File: src/rtl/line_clock_ctl.sv
// Line-clock controller: programmable tick, debounced enable button,
// KW11-L style CSR on Wishbone, vectored or fixed-line interrupt.
module line_clock_ctl #(
    parameter int          CLK_HZ      = 100000000,
    parameter int          TICK_HZ     = 50,
    parameter int          DEBOUNCE    = 2,
    parameter logic [15:0] VECTOR      = 16'o000100,
    parameter bit          INIT_ENABLE = 1'b1,
    parameter bit          LEGACY      = 1'b0
) (
    input  logic        wb_clk_i,
    input  logic        wb_rst_i,
    input  logic        wb_cyc_i,
    input  logic        wb_stb_i,
    input  logic        wb_we_i,
    input  logic [1:0]  wb_sel_i,
    input  logic [15:0] wb_dat_i,
    output logic [15:0] wb_dat_o,
    output logic        wb_ack_o,
    input  logic        button_i,
    output logic        status_o,
    output logic        tick_o,
    output logic        irq_o,
    output logic [15:0] ivec_o,
    input  logic        istb_i,
    output logic        iack_o
);

    localparam int DIV = CLK_HZ / TICK_HZ;
    localparam int CW  = (DIV > 1) ? $clog2(DIV) : 1;
    localparam logic [CW-1:0] TERM = CW'(DIV - 1);

    logic [CW-1:0]       cnt;
    logic                raw_tick;
    logic [1:0]          sync_q;
    logic                btn;
    logic [DEBOUNCE-1:0] shreg;
    logic [DEBOUNCE:0]   sh_cat;
    logic                armed;
    logic                status;
    logic                mon;
    logic                ie;
    logic                pend;
    logic                iack_q;
    logic                bus_sel;
    logic                wr_lo;
    logic                iack_rise;
    logic                unused_bits;

    assign btn       = sync_q[1];
    assign sh_cat    = {shreg, btn};
    assign bus_sel   = wb_cyc_i & wb_stb_i;
    assign wr_lo     = bus_sel & wb_we_i & ~wb_ack_o & wb_sel_i[0];
    assign iack_rise = istb_i & pend & ~iack_q;

    assign status_o = status;
    assign tick_o   = raw_tick & status;
    assign irq_o    = LEGACY ? tick_o : pend;
    assign iack_o   = iack_q;
    assign wb_dat_o = wb_ack_o ? {8'h00, mon, ie, 6'b0} : 16'h0000;

    assign ivec_o = (!LEGACY && istb_i && (pend || iack_q))
                  ? VECTOR : 16'h0000;

    assign unused_bits = ^{wb_dat_i[15:8], wb_dat_i[5:0], wb_sel_i[1]};

    // Free-running divider; raw_tick is registered so it lands
    // exactly DIV cycles after reset release.
    always_ff @(posedge wb_clk_i or posedge wb_rst_i) begin
        if (wb_rst_i) begin
            cnt      <= '0;
            raw_tick <= 1'b0;
        end else begin
            raw_tick <= (cnt == TERM);
            cnt      <= (cnt == TERM) ? '0 : cnt + CW'(1);
        end
    end

    // Button is judged on the history before this tick's sample,
    // so a hold spanning DEBOUNCE+1 ticks is needed to toggle.
    always_ff @(posedge wb_clk_i or posedge wb_rst_i) begin
        if (wb_rst_i) begin
            sync_q <= 2'b00;
            shreg  <= '0;
            armed  <= 1'b1;
            status <= INIT_ENABLE;
        end else begin
            sync_q <= {sync_q[0], button_i};
            if (raw_tick) begin
                shreg <= sh_cat[DEBOUNCE-1:0];
                if (&shreg && armed) begin
                    status <= ~status;
                    armed  <= 1'b0;
                end else if (~|shreg) begin
                    armed <= 1'b1;
                end
            end
        end
    end

    always_ff @(posedge wb_clk_i or posedge wb_rst_i) begin
        if (wb_rst_i) begin
            wb_ack_o <= 1'b0;
            mon      <= 1'b0;
            ie       <= 1'b0;
        end else begin
            wb_ack_o <= bus_sel;
            if (tick_o) begin
                mon <= 1'b1;
            end else if (wr_lo) begin
                mon <= mon & wb_dat_i[7];
            end
            if (wr_lo) begin
                ie <= wb_dat_i[6];
            end
        end
    end

    // IE-clearing write beats a tick, which beats the acknowledge.
    always_ff @(posedge wb_clk_i or posedge wb_rst_i) begin
        if (wb_rst_i) begin
            pend   <= 1'b0;
            iack_q <= 1'b0;
        end else if (LEGACY) begin
            pend   <= 1'b0;
            iack_q <= 1'b0;
        end else begin
            iack_q <= istb_i & (iack_q | pend);
            if (wr_lo && !wb_dat_i[6]) begin
                pend <= 1'b0;
            end else if (tick_o && ie) begin
                pend <= 1'b1;
            end else if (iack_rise) begin
                pend <= 1'b0;
            end
        end
    end

endmodule
File: config.mk
export PLATFORM = sky130hd
export DESIGN_NAME = line_clock_ctl
export DESIGN_NICKNAME = d
export VERILOG_FILES = /design/src/rtl/line_clock_ctl.sv
export SDC_FILE = /design/constraint.sdc
export NUM_CORES = 1
export LEC_CHECK = 0
export ABC_AREA = 1
export BUFFER_PORTS_ARGS = -buffer_cell sky130_fd_sc_hd__buf_2
export CORE_ASPECT_RATIO = 2
export CORE_MARGIN = 2
export CORE_UTILIZATION = 50
export CTS_BUF_LIST = sky130_fd_sc_hd__clkbuf_16
export DETAILED_ROUTE_END_ITERATION = 16
export PLACE_DENSITY = 0.8
export SYNTH_ARGS = -nofsm -noshare
export SYNTH_HDL_FRONTEND = slang
export SYNTH_SLANG_ARGS = --single-unit
File: constraint.sdc
create_clock -name wb_clk_i -period 2.6 [get_ports wb_clk_i]
set_clock_uncertainty 0.05 [all_clocks]
set_input_delay 0.52 -clock wb_clk_i [delete_from_list [all_inputs] [get_ports wb_clk_i]]
set_output_delay 0.52 -clock wb_clk_i [all_outputs]
set_load 0.02 [all_outputs]
==> key figures, run 1 <==
GRT
  • First-pass GRT wire length: around 6700 um
  • Largest net degree at the start of global routing: 34
  • Vias in the first global route: 1,547
  • Total GRT Usage: 19.4%
  • Initial antenna violation count: 0
  • Grt ovf: 0

Critical path
  • Crit end category: output pin
  • Worst EP required: 2.03 ns
  • Kind of critical path: reg -> out
  • Maximum fanout along the worst path: 3
  • Startpoint types: flop
  • Arrival @ worst endpoint: 1.13 ns

Timing
  • Fin crit share: 65.3%
  • Setup TNS Final: 0 ns
  • Final Critical Period: 1.70 ns
  • RSZ-0062 raised after global routing: no
  • Final setup fails: 0
  • Final hold violations: 0
  • Fmax: 0.589 GHz
  • Fin. max-slew vios: 0

Logic synthesis
  • Synth Cell Area: 1980 um2
  • Post-synthesis sequential area ratio: 41.8%
  • Largest cells by area after synthesis: dfrtp_1 (39%), buf_4 (11%), nand2_1 (9.7%), inv_1 (7.2%), nor2_1 (7.2%)
  • Syn Inst Count: 257
  • Yosys cell types: 26
  • Syn Area/Cell: roughly 7.7 um2
  • Top cell type's share of synthesized area: 39.2%
  • Synth area leader: dfrtp_1
  • Synth Warn #: 0
  • Seq cells post-synth: 33

Floorplan
  • Die width: 48.5 um
  • Die height: 93.0 um
  • Initial Utilization: around half
  • IO Pins: 62
  • Core area: between 3000 and 4000 um2
  • Placement row count: 32
  • Die area: roughly 4500 um2

Final layout
  • Area Growth Syn to Fin: 9.10%
  • Biggest registers after layout: cnt (21), shreg (2), sync_q (2)
  • Top reg by flops: cnt
  • FILL cells: 368
  • Share of cells above drive strength 1: 15.2%
  • Nets@finish: about 300
  • N_diodes: 0
  • Largest register FFs: 21

Power
  • Sw frac: 22.3%
  • Pwr Density: about 520 nW/um2
  • Leakage: approximately 1.1 nW
  • Comb pwr share: 6.3%
  • Clock network power share: ~47%
  • Tot Pwr: ~1.1 mW
  • Seq pwr share: 46.7%
  • Net Switching: 253 uW
  • Pint: 878 uW
  • Peak VDD IR: 368 uV

Drt
  • Via count: 1,587
  • DRC viols: 0
  • Pre-antenna DRT Iters: 4
  • 1st-iter DRT viols: 44
  • WL final: 3890 um
  • Final ANT Viol Nets: 0
  • Average vias per placed instance: 4.77
  • WL/cell: approximately 12 um

Place
  • # port buffers: 17
  • DP HPWL: 3080 um
  • GPL Wtd Cong: 0.908

CTS
  • TritonCTS buffer count: 5
  • Post CTS Setup Buffer Count: 0
  • Clock insertion delay at the later pin of the skew report: ~0.28 ns
  • H-tree depth: 2
  • Longest Clk Path Bufs: 2
  • Hold-fix buffers at CTS: 0
  • Clock sink count: 33
  • Clock-pin slew on the worst setup and hold paths: about 0.050 ns
  • CTS tree: done
  • Clk root buf: clkbuf_16
  • Post-CTS sizing: 0

Worst hold path
  • Hold crit path type: in -> async

Run status
  • Result of the run: completed

Flow run
  • Max cap viols: 0
-- layer usage --
layer	vias to the layer above	wire length, um	global-route usage (%)	part of all wire [%]
met5	-	0	0	0
met4	0	259	15.0	6.7
met3	20	181	3.67	4.7
met2	56	2160	36.8	56
met1	726	1290	17.6	33
li1	785	-	-	-
-- kinds of logic (layout without fill, tap and decap cells) --
kind of cell / Yosys count / in the layout / share of synthesized area, %
AO/OA/AOI/OAI: 9 / 9 / 2.59
AND/OR/NAND/NOR: 133 / 133 / 31.0
adder cells (fa/ha/maj): 1 / 1 / 0.632
buffers and inverters: 68 / 65 / 18.4
other: 1 / 29 / 0.189
flip-flops: 33 / 33 / 41.8
XOR/XNOR: 12 / 12 / 5.31
-- power groups by stage --
| stage | clock (mW) | combinational (mW) | sequential (mW) |
|---|---|---|---|
| finish | 0.532 | 0.0715 | 0.528 |
| global route | 0.570 | 0.0795 | 0.528 |
| CTS | 0.547 | 0.0721 | 0.528 |
| detailed placement | 0 | 0.0718 | 0.536 |
| global placement | 0 | 0.0708 | 0.536 |
| floorplan | 0 | 0.0893 | 0.536 |
-- worst paths after layout --
check                                      from                   to  slack (ns)  depth (start not counted)
setup / recovery           status_o$_DFFE_PP1P_               tick_o        0.90                          3
hold / removal                         wb_rst_i    cnt[15]$_DFF_PP0_        0.28                          3
setup reg to reg               cnt[0]$_DFF_PP0_     cnt[7]$_DFF_PP0_        1.00                          8
hold reg to reg             sync_q[0]$_DFF_PP0_  sync_q[1]$_DFF_PP0_        0.30                          0
max in group asynchronous              wb_rst_i    armed$_DFFE_PP1P_        1.89                          3
min in group wb_clk_i       sync_q[0]$_DFF_PP0_  sync_q[1]$_DFF_PP0_        0.30                          0
-- cell usage after synthesis --
cell type,count
nand3_2,3
nand3b_1,1
o21ai_1,1
nand4_1,8
dfstp_2,2
dfrtp_1,31
a21oi_1,1
xor2_1,11
o22ai_1,1
buf_4,29
nor2_4,3
inv_1,38
nand3_1,14
or2_2,1
inv_2,1
a21boi_0,1
nor2_2,5
nor3_1,4
nand2_2,5
o21a_1,1
xnor2_1,1
ha_1,1
conb_1,1
nand2_1,51
o21ai_0,4
nor2_1,38
-- per-stage QoR --
stage | cells | hold slack [ns] | cell area, um2 | worst slack, ns | utilization, %
floorplan | 285 | 0.281 | 2080 | 1.20 | -
global placement | 325 | 0.284 | 2020 | 1.03 | 52.6
detailed placement | 325 | 0.287 | 2020 | 1.01 | 52.6
CTS | 333 | 0.293 | 2160 | 0.890 | 56.2
global route | 333 | 0.306 | 2160 | 0.830 | 56.2
finish | 333 | 0.278 | 2160 | 0.903 | 56.2
-- worst max-delay path, cell delays in order, from the launching register on --
cell     delay, ns
dfstp_2       0.54
nand2_1       0.10
inv_1         0.07
buf_2         0.15
-- cell type report --
type	instances	area (um2)	share of cell area (%)
multi-input combinational	184	892	41.3
sequential	33	828	38.4
inverter	39	146	6.78
clock inverter	3	11.3	0.521
tap	51	63.8	2.95
clock buffer	5	125	5.79
timing repair buffer	18	92.6	4.29
-- cell usage in the layout, fill, tap and decap left out --
cell	Yosys	layout
nand2_1	51	51
inv_1	38	40
nor2_1	38	38
dfrtp_1	31	31
conb_1	1	29
buf_2	0	17
nand3_1	14	14
xor2_1	11	11
nand4_1	8	8
nand2_2	5	5
nor2_2	5	5
clkbuf_16	0	5
o21ai_0	4	4
nor3_1	4	4
nor2_4	3	3
nand3_2	3	3
dfstp_2	2	2
nand3b_1	1	1
inv_2	1	1
o21ai_1	1	1
or2_2	1	1
o21a_1	1	1
a21boi_0	1	1
o22ai_1	1	1
a21oi_1	1	1
xnor2_1	1	1
ha_1	1	1
clkinv_1	0	1
buf_4	29	1
Power figures use the tool's default switching activity.
==> inputs of run 2 (changes only) <==
--- a/config.mk
+++ b/config.mk
@@ -9,10 +9,10 @@
 export BUFFER_PORTS_ARGS = -buffer_cell sky130_fd_sc_hd__buf_2
 export CORE_ASPECT_RATIO = 2
 export CORE_MARGIN = 2
-export CORE_UTILIZATION = 50
+export CORE_UTILIZATION = 46
 export CTS_BUF_LIST = sky130_fd_sc_hd__clkbuf_16
 export DETAILED_ROUTE_END_ITERATION = 16
-export PLACE_DENSITY = 0.8
+export PLACE_DENSITY = 0.78
 export SYNTH_ARGS = -nofsm -noshare
 export SYNTH_HDL_FRONTEND = slang
 export SYNTH_SLANG_ARGS = --single-unit
==> constraint.sdc (replaced) <==
create_clock -name wb_clk_i -period 1.39 [get_ports wb_clk_i]
set_clock_uncertainty 0.05 [all_clocks]
set_input_delay 0.278 -clock wb_clk_i [delete_from_list [all_inputs] [get_ports wb_clk_i]]
set_output_delay 0.278 -clock wb_clk_i [all_outputs]
set_load 0.02 [all_outputs]
==> run 2 against run 1 <==
  * The run now ends with setup timing left
  * Sequential cell count is the same
  * Design area grew 13%
  * Register-to-register slack lost 1.0 ns
  * Sequential power grew 87%
  * Critical path type is now reg -> reg
  * Critical endpoint is now cnt[13]$_DFF_PP0_
  * Largest cell class unchanged
==> key figures, run 2 (synthesized netlist as in run 1, its figures left out) <==
Run status
  • Result of the run: finished with violations (was completed)
  • Failing checks: setup timing

Timing
  • Final setup fails: 4 (was 0)
  • Fin. max-slew vios: 0 (unchanged)
  • Setup TNS Final: -0.0324 ns (was 0 ns)
  • Final hold violations: 0 (unchanged)
  • Fmax: 0.710 GHz
  • RSZ-0062 raised after global routing: yes (was no)
  • Fin crit share: 101%
  • Final Critical Period: 1.41 ns
  • Final setup margin: -0.0180 ns (was 0.903 ns)

CTS
  • TritonCTS buffer count: 5 (unchanged)
  • CTS tree: done (unchanged)
  • Clock insertion delay at the later pin of the skew report: 0.28 ns (about the same)
  • Clk root buf: clkbuf_16 (unchanged)
  • Clock-pin slew on the worst setup and hold paths: 0.05 ns (about the same)
  • Longest Clk Path Bufs: 2 (unchanged)
  • Clock sink count: 33 (unchanged)
  • H-tree depth: 2 (unchanged)

GRT
  • Initial antenna violation count: 0 (unchanged)
  • Vias in the first global route: 1,726 (was 1,547)
  • Largest net degree at the start of global routing: 34 (unchanged)
  • Total GRT Usage: 20.5% (was 19.4%)
  • First-pass GRT wire length: 7410 um (was 6700 um)
  • Grt ovf: 0 (unchanged)

Final layout
  • Nets@finish: 329 (was 307)
  • Multi-input gate area: 980 um2 (was 892 um2)
  • FILL cells: 378 (was 368)
  • Largest register FFs: 21 (unchanged)
  • Biggest registers after layout: cnt (21), shreg (2), sync_q (2) (unchanged)
  • Share of cells above drive strength 1: 26.6% (was 15.2%)
  • N_diodes: 0 (unchanged)
  • Most frequent cells in the layout: nand2_1 (48), inv_1 (36), nor2_1 (32) (was nand2_1 (51), inv_1 (40), nor2_1 (38))
  • Final instance area: 2440 um2 (was 2160 um2)
  • Reg area: 831 um2 (was 828 um2)
  • Most common cell after layout, fill and taps aside: nand2_1 (unchanged)
  • Top reg by flops: cnt (unchanged)
  • Area Growth Syn to Fin: 23.2% (was 9.10%)

Drt
  • WL/cell: 12.8 um (was 11.7 um)
  • Final ANT Viol Nets: 0 (unchanged)
  • WL final: 4550 um (was 3890 um)
  • 1st-iter DRT viols: 40 (was 44)
  • Average vias per placed instance: 4.96 (was 4.77)
  • DRC viols: 0 (unchanged)
  • Via count: 1,765 (was 1,587)
  • Pre-antenna DRT Iters: 4 (unchanged)

Place
  • GPL Wtd Cong: 0.895 (was 0.908)
  • Post-place setup slack: -0.0830 ns (was 1.01 ns)
  • # port buffers: 17 (unchanged)
  • DP HPWL: 3230 um (was 3080 um)
  • Placement-stage cell area: 2130 um2 (was 2020 um2)

Power
  • Pwr Density: 887 nW/um2 (was 524 nW/um2)
  • Tot Pwr: 2.16 mW (was 1.13 mW)
  • Peak VDD IR: 898 uV (was 368 uV)
  • Leakage: 1.22 nW (was 1.11 nW)

Worst hold path
  • Hold crit path type: in -> reg (was in -> async)

Floorplan
  • Die area: 4880 um2 (was 4510 um2)
  • IO Pins: 62 (unchanged)
  • Placement row count: 33 (was 32)
  • Die width: 50.4 um (was 48.5 um)
  • Die height: 96.8 um (was 93.0 um)
  • Initial Utilization: 47.9% (was 51.5%)
  • Core area: 4130 um2 (was 3840 um2)

Critical path
  • Maximum fanout along the worst path: 4 (was 3)
  • Reg2reg setup slack: -0.02 ns (was 1.00 ns)
  • Crit end category: flop (was output pin)
  • Startpoint types: flop (unchanged)
  • Worst EP required: 1.51 ns (was 2.03 ns)
  • Arrival @ worst endpoint: 1.53 ns (was 1.13 ns)
  • Kind of critical path: reg -> reg (was reg -> out)

Flow run
  • Max cap viols: 0 (unchanged)
-- run 2: final timing paths --
kind                                      from                   end  depth (start not counted)
hold / removal                        button_i   sync_q[0]$_DFF_PP0_                          1
setup reg to reg              cnt[1]$_DFF_PP0_     cnt[13]$_DFF_PP0_                          7
max in group asynchronous             wb_rst_i  status_o$_DFFE_PP1P_                          4
min in group asynchronous             wb_rst_i   sync_q[0]$_DFF_PP0_                          4
setup / recovery              cnt[1]$_DFF_PP0_     cnt[13]$_DFF_PP0_                          7
hold reg to reg            sync_q[0]$_DFF_PP0_   sync_q[1]$_DFF_PP0_                          0
-- run 2: cell type report --
cell class,count,area share [%]
multi-input cells,184,40.2
repair buffers,40,11.4
flip-flops and latches,33,34.1
clock inverters,3,0.513
clock buffers,5,5.13
inverters,39,6.00
well taps,52,2.67
-- run 2: routing by layer --
layer,share of wire (%),vias up,wire (um),global-route usage [%]
li1,-,829,-,-
met1,32,829,1480,18.6
met2,55,80,2510,36.1
met3,4.9,27,221,3.55
met4,7.6,0,346,18.5
met5,0,-,0,0
-- run 2: report_power, final --
group          switching (mW)  leakage (nW)  internal (mW)
Sequential            0.00724         0.426          0.979
Clock                   0.390        0.0687          0.646
Combinational           0.113         0.726         0.0281
Total                   0.510          1.22           1.65
-- run 2: repair_timing --
action | 4_1_cts | 5_1_grt
pin swaps | 3 | 5
endpoints found under the setup margin | 13 | 17
gates resized for setup | 12 | 14
buffers inserted | 6 | 3
hold buffers | 1 | 0
hold endpoints to repair | 31 | 0
-- run 2: stage by stage --
stage / utilization [%] / hold WS, ns / std cells
6_report: 59.1 / 0.0534 / 356
5_1_grt: 59.1 / 0.0580 / 356
2_1_floorplan: - / 0.259 / 285
3_3_place_gp: 51.5 / 0.278 / 338
4_1_cts: 57.5 / 0.0545 / 353
3_5_place_dp: 51.5 / 0.283 / 338
-- run 2: worst max-delay path, cell delays in order, from the launching register on --
cell and delay [ns]:
dfrtp_1 0.38, buf_4 0.15, nand3_2 0.10, nor2_4 0.19
buf_4 0.15, nand3_1 0.08, xor2_1 0.15, inv_1 0.05
==> inputs of run 3 (changes only) <==
--- a/config.mk
+++ b/config.mk
@@ -5,14 +5,13 @@
 export SDC_FILE = /design/constraint.sdc
 export NUM_CORES = 1
 export LEC_CHECK = 0
-export ABC_AREA = 1
 export BUFFER_PORTS_ARGS = -buffer_cell sky130_fd_sc_hd__buf_2
 export CORE_ASPECT_RATIO = 2
 export CORE_MARGIN = 2
-export CORE_UTILIZATION = 46
+export CORE_UTILIZATION = 44
 export CTS_BUF_LIST = sky130_fd_sc_hd__clkbuf_16
 export DETAILED_ROUTE_END_ITERATION = 16
-export PLACE_DENSITY = 0.78
+export PLACE_DENSITY = 0.75
 export SYNTH_ARGS = -nofsm -noshare
 export SYNTH_HDL_FRONTEND = slang
 export SYNTH_SLANG_ARGS = --single-unit
==> run 3 against run 2 <==
  * The run still ends with setup timing left
  * Register-to-register slack worse by 0.02 ns
  * Non-clock buffer count increased by 11
  * Setup slack worse by 0.020 ns
  * Core utilization is 0.35 points higher
  * Worst hold slack improved by 0.0045 ns
  * Synthesized cell count down 37%
  * First-iteration DRC count shrank 20%
  * Sequential power shrank 0.6%
  * Global-route usage decreased by 2.6 points
  * Power grew 6.9%
  * Critical endpoint is now cnt[10]$_DFF_PP0_
==> key figures, run 3 <==
Place
  • DP HPWL: 2360 um (was 3230 um)
  • Placement-stage cell area: 1910 um2 (was 2130 um2)
  • Post-place setup slack: -0.0164 ns (was -0.0830 ns)
  • GPL Wtd Cong: 0.805 (was 0.895)
  • Cells after DPL: 250 (was 338)
  • # port buffers: 17 (unchanged)

CTS
  • CTS tree: done (unchanged)
  • Clk root buf: clkbuf_16 (unchanged)
  • Clock-pin slew on the worst setup and hold paths: 0.05 ns (about the same)
  • Clock insertion delay at the later pin of the skew report: 0.28 ns (about the same)
  • Clock sink count: 33 (unchanged)
  • TritonCTS buffer count: 5 (unchanged)
  • H-tree depth: 2 (unchanged)
  • Longest Clk Path Bufs: 2 (unchanged)

Critical path
  • Critical path's largest stage delay: 0.37 ns (was 0.38 ns)
  • Worst EP required: 1.50 ns (was 1.51 ns)
  • Kind of critical path: reg -> reg (unchanged)
  • Crit-path leading delay family: simple AND/OR/NAND/NOR gates (was flip-flops)
  • Cell with the largest stage delay on the worst path: dfrtp_1 (unchanged)
  • Startpoint types: flop (unchanged)
  • Maximum fanout along the worst path: 6 (was 4)
  • Worst path cell trace: buf_4 -> nor4_4 -> and4_4 -> nor2_1 (was buf_4 -> nand3_2 -> nor2_4 -> buf_4 -> nand3_1 -> xor2_1 -> inv_1)
  • Arrival @ worst endpoint: 1.54 ns (was 1.53 ns)
  • Crit end category: flop (unchanged)
  • Crit path buffers/inverters: 1 (was 3)

Power
  • Leakage: 1.14 nW (was 1.22 nW)
  • Tot Pwr: 2.31 mW (was 2.16 mW)
  • Pwr Density: 1020 nW/um2 (was 887 nW/um2)
  • Peak VDD IR: 896 uV (was 898 uV)

Final layout
  • Biggest registers after layout: cnt (21), shreg (2), sync_q (2) (unchanged)
  • Nets@finish: 244 (was 329)
  • N_diodes: 0 (unchanged)
  • Fin util: 59.4% (was 59.1%)
  • Most frequent cells in the layout: buf_4 (32), dfrtp_1 (31), conb_1 (29) (was nand2_1 (48), inv_1 (36), nor2_1 (32))
  • Area Growth Syn to Fin: 31.7% (was 23.2%)
  • Share of cells above drive strength 1: 38.4% (was 26.6%)
  • Final instance area: 2260 um2 (was 2440 um2)
  • Final std cells w/o fill: 270 (was 356)
  • Largest register FFs: 21 (unchanged)
  • Most common cell after layout, fill and taps aside: buf_4 (was nand2_1)
  • Top reg by flops: cnt (unchanged)
  • FILL cells: 326 (was 378)

Drt
  • Average vias per placed instance: 4.72 (was 4.96)
  • Final ANT Viol Nets: 0 (unchanged)
  • Pre-antenna DRT Iters: 4 (unchanged)
  • WL/cell: 12.8 um (about the same)
  • WL final: 3470 um (was 4550 um)
  • Via count: 1,275 (was 1,765)
  • 1st-iter DRT viols: 32 (was 40)
  • DRC viols: 0 (unchanged)

GRT
  • Total GRT Usage: 17.9% (was 20.5%)
  • Initial antenna violation count: 0 (unchanged)
  • Vias in the first global route: 1,272 (was 1,726)
  • Grt ovf: 0 (unchanged)
  • First-pass GRT wire length: 5640 um (was 7410 um)
  • Largest net degree at the start of global routing: 34 (unchanged)

Run status
  • Result of the run: finished with violations (unchanged)
  • Failing checks: setup timing (unchanged)

Floorplan
  • Placement row count: 32 (was 33)
  • Die area: 4440 um2 (was 4880 um2)
  • IO Pins: 62 (unchanged)
  • Core area: 3800 um2 (was 4130 um2)
  • Die width: 48.2 um (was 50.4 um)
  • Initial Utilization: 45.1% (was 47.9%)
  • Die height: 92.3 um (was 96.8 um)

Logic synthesis
  • Post-synthesis sequential area ratio: 48.3% (was 41.8%)
  • Synth Warn #: 0 (unchanged)
  • Synth area leader: dfrtp_1 (unchanged)
  • Post-synth EDFFs: 0 (unchanged)
  • Seq cells post-synth: 33 (unchanged)
  • Synth async-reset ratio: 100% (unchanged)
  • Syn Inst Count: 163 (was 257)
  • Synth top cells by count: dfrtp_1 (31), buf_4 (29), nor2_1 (12), xor2_1 (9) (was nand2_1 (51), inv_1 (38), nor2_1 (38), dfrtp_1 (31), buf_4 (29))
  • Yosys cell types: 31 (was 26)
  • Main synth FF type: dfrtp_1 (unchanged)
  • Most frequent cell after synthesis: dfrtp_1 (was nand2_1)
  • Synth Cell Area: 1720 um2 (was 1980 um2)
  • Largest cells by area after synthesis: dfrtp_1 (45%), buf_4 (13%), xor2_1 (4.6%), xnor2_1 (3.6%), dfstp_2 (3.1%) (was dfrtp_1 (39%), buf_4 (11%), nand2_1 (9.7%), inv_1 (7.2%), nor2_1 (7.2%))
  • Top cell type's share of synthesized area: 45.2% (was 39.2%)
  • Syn Area/Cell: 10.5 um2 (was 7.70 um2)

Timing
  • Final setup margin: -0.0376 ns (was -0.0180 ns)
  • Fmax: 0.700 GHz (was 0.710 GHz)
  • Fin. max-slew vios: 0 (unchanged)
  • Setup TNS Final: -0.137 ns (was -0.0324 ns)
  • Final setup fails: 10 (was 4)
  • Final Critical Period: 1.43 ns (was 1.41 ns)
  • Hold_ws: 0.0578 ns (was 0.0534 ns)
  • Final hold violations: 0 (unchanged)
  • RSZ-0062 raised after global routing: yes (unchanged)
  • Fin crit share: 103% (was 101%)

Flow run
  • Max cap viols: 0 (unchanged)

Worst hold path
  • Hold crit path type: in -> reg (unchanged)
[run 3: changes by cell type in the layout (fill, tap and decap cells not counted), sizes merged, moves of 5 or more]
cell and delta:
nand2 -48, inv -34, nor2 -34, buf +11, nand3 -9, and4 +7
and2 +6, xnor2 +6, a21oi +5
[run 3: power breakdown]
part | leakage [nW] | internal [mW] | switching, mW
registers | 0.432 | 0.974 | 0.00585
logic | 0.623 | 0.0273 | 0.102
clock network | 0.0826 | 0.831 | 0.374
[run 3: routing by layer]
layer	global-route usage (%)	vias to the layer above	routed length, um
met5	0	-	0
met4	8.78	0	118
met3	4.29	10	156
met2	31.5	44	1970
met1	17.6	620	1230
li1	-	601	-
[run 3: worst paths after layout]
kind,start,endpoint,slack (ns),cells past startpoint
min,button_i,sync_q[0]$_DFF_PP0_,0.06,1
max reg2reg,cnt[11]$_DFF_PP0_,cnt[10]$_DFF_PP0_,-0.04,4
max,cnt[11]$_DFF_PP0_,cnt[10]$_DFF_PP0_,-0.04,4
min in group asynchronous,wb_rst_i,sync_q[0]$_DFF_PP0_,0.54,4
max in group asynchronous,wb_rst_i,status_o$_DFFE_PP1P_,0.51,4
min reg2reg,sync_q[0]$_DFF_PP0_,sync_q[1]$_DFF_PP0_,0.30,0
[run 3: final cells by class]
cell class                 count  area, um2  share of cell area, %
clock buffer                   5        125                   5.54
sequential                    33        828                   36.7
clock inverter                 3       37.5                   1.66
inverter                       4       15.0                  0.664
tap                           51       63.8                   2.82
timing repair buffer          51        368                   16.3
multi-input combinational    123        822                   36.4
[run 3: cell families (layout without fill, tap and decap cells)]
logic type                 after synthesis  in the layout  synth area share [%]
muxes                                    2              2                  1.31
and+or+nand+nor                         60             61                  21.9
AOI/OAI and AO/OA                       14             14                  4.30
DFF                                     33             33                  48.3
xor gates and xnor gates                16             16                  8.17
adders and majority gates                1              1                 0.729
buffers and inverters                   36             63                  15.1
other                                    1             29                 0.219
[run 3: repair_timing]
action                                  4_1_cts  5_1_grt
cloned                                        1        0
resized for setup                            11       13
endpoints found under the setup margin       12       15
pin swaps                                     8       13
hold buffers                                  1        0
hold endpoints to repair                     31        0
setup buffers                                 8        2
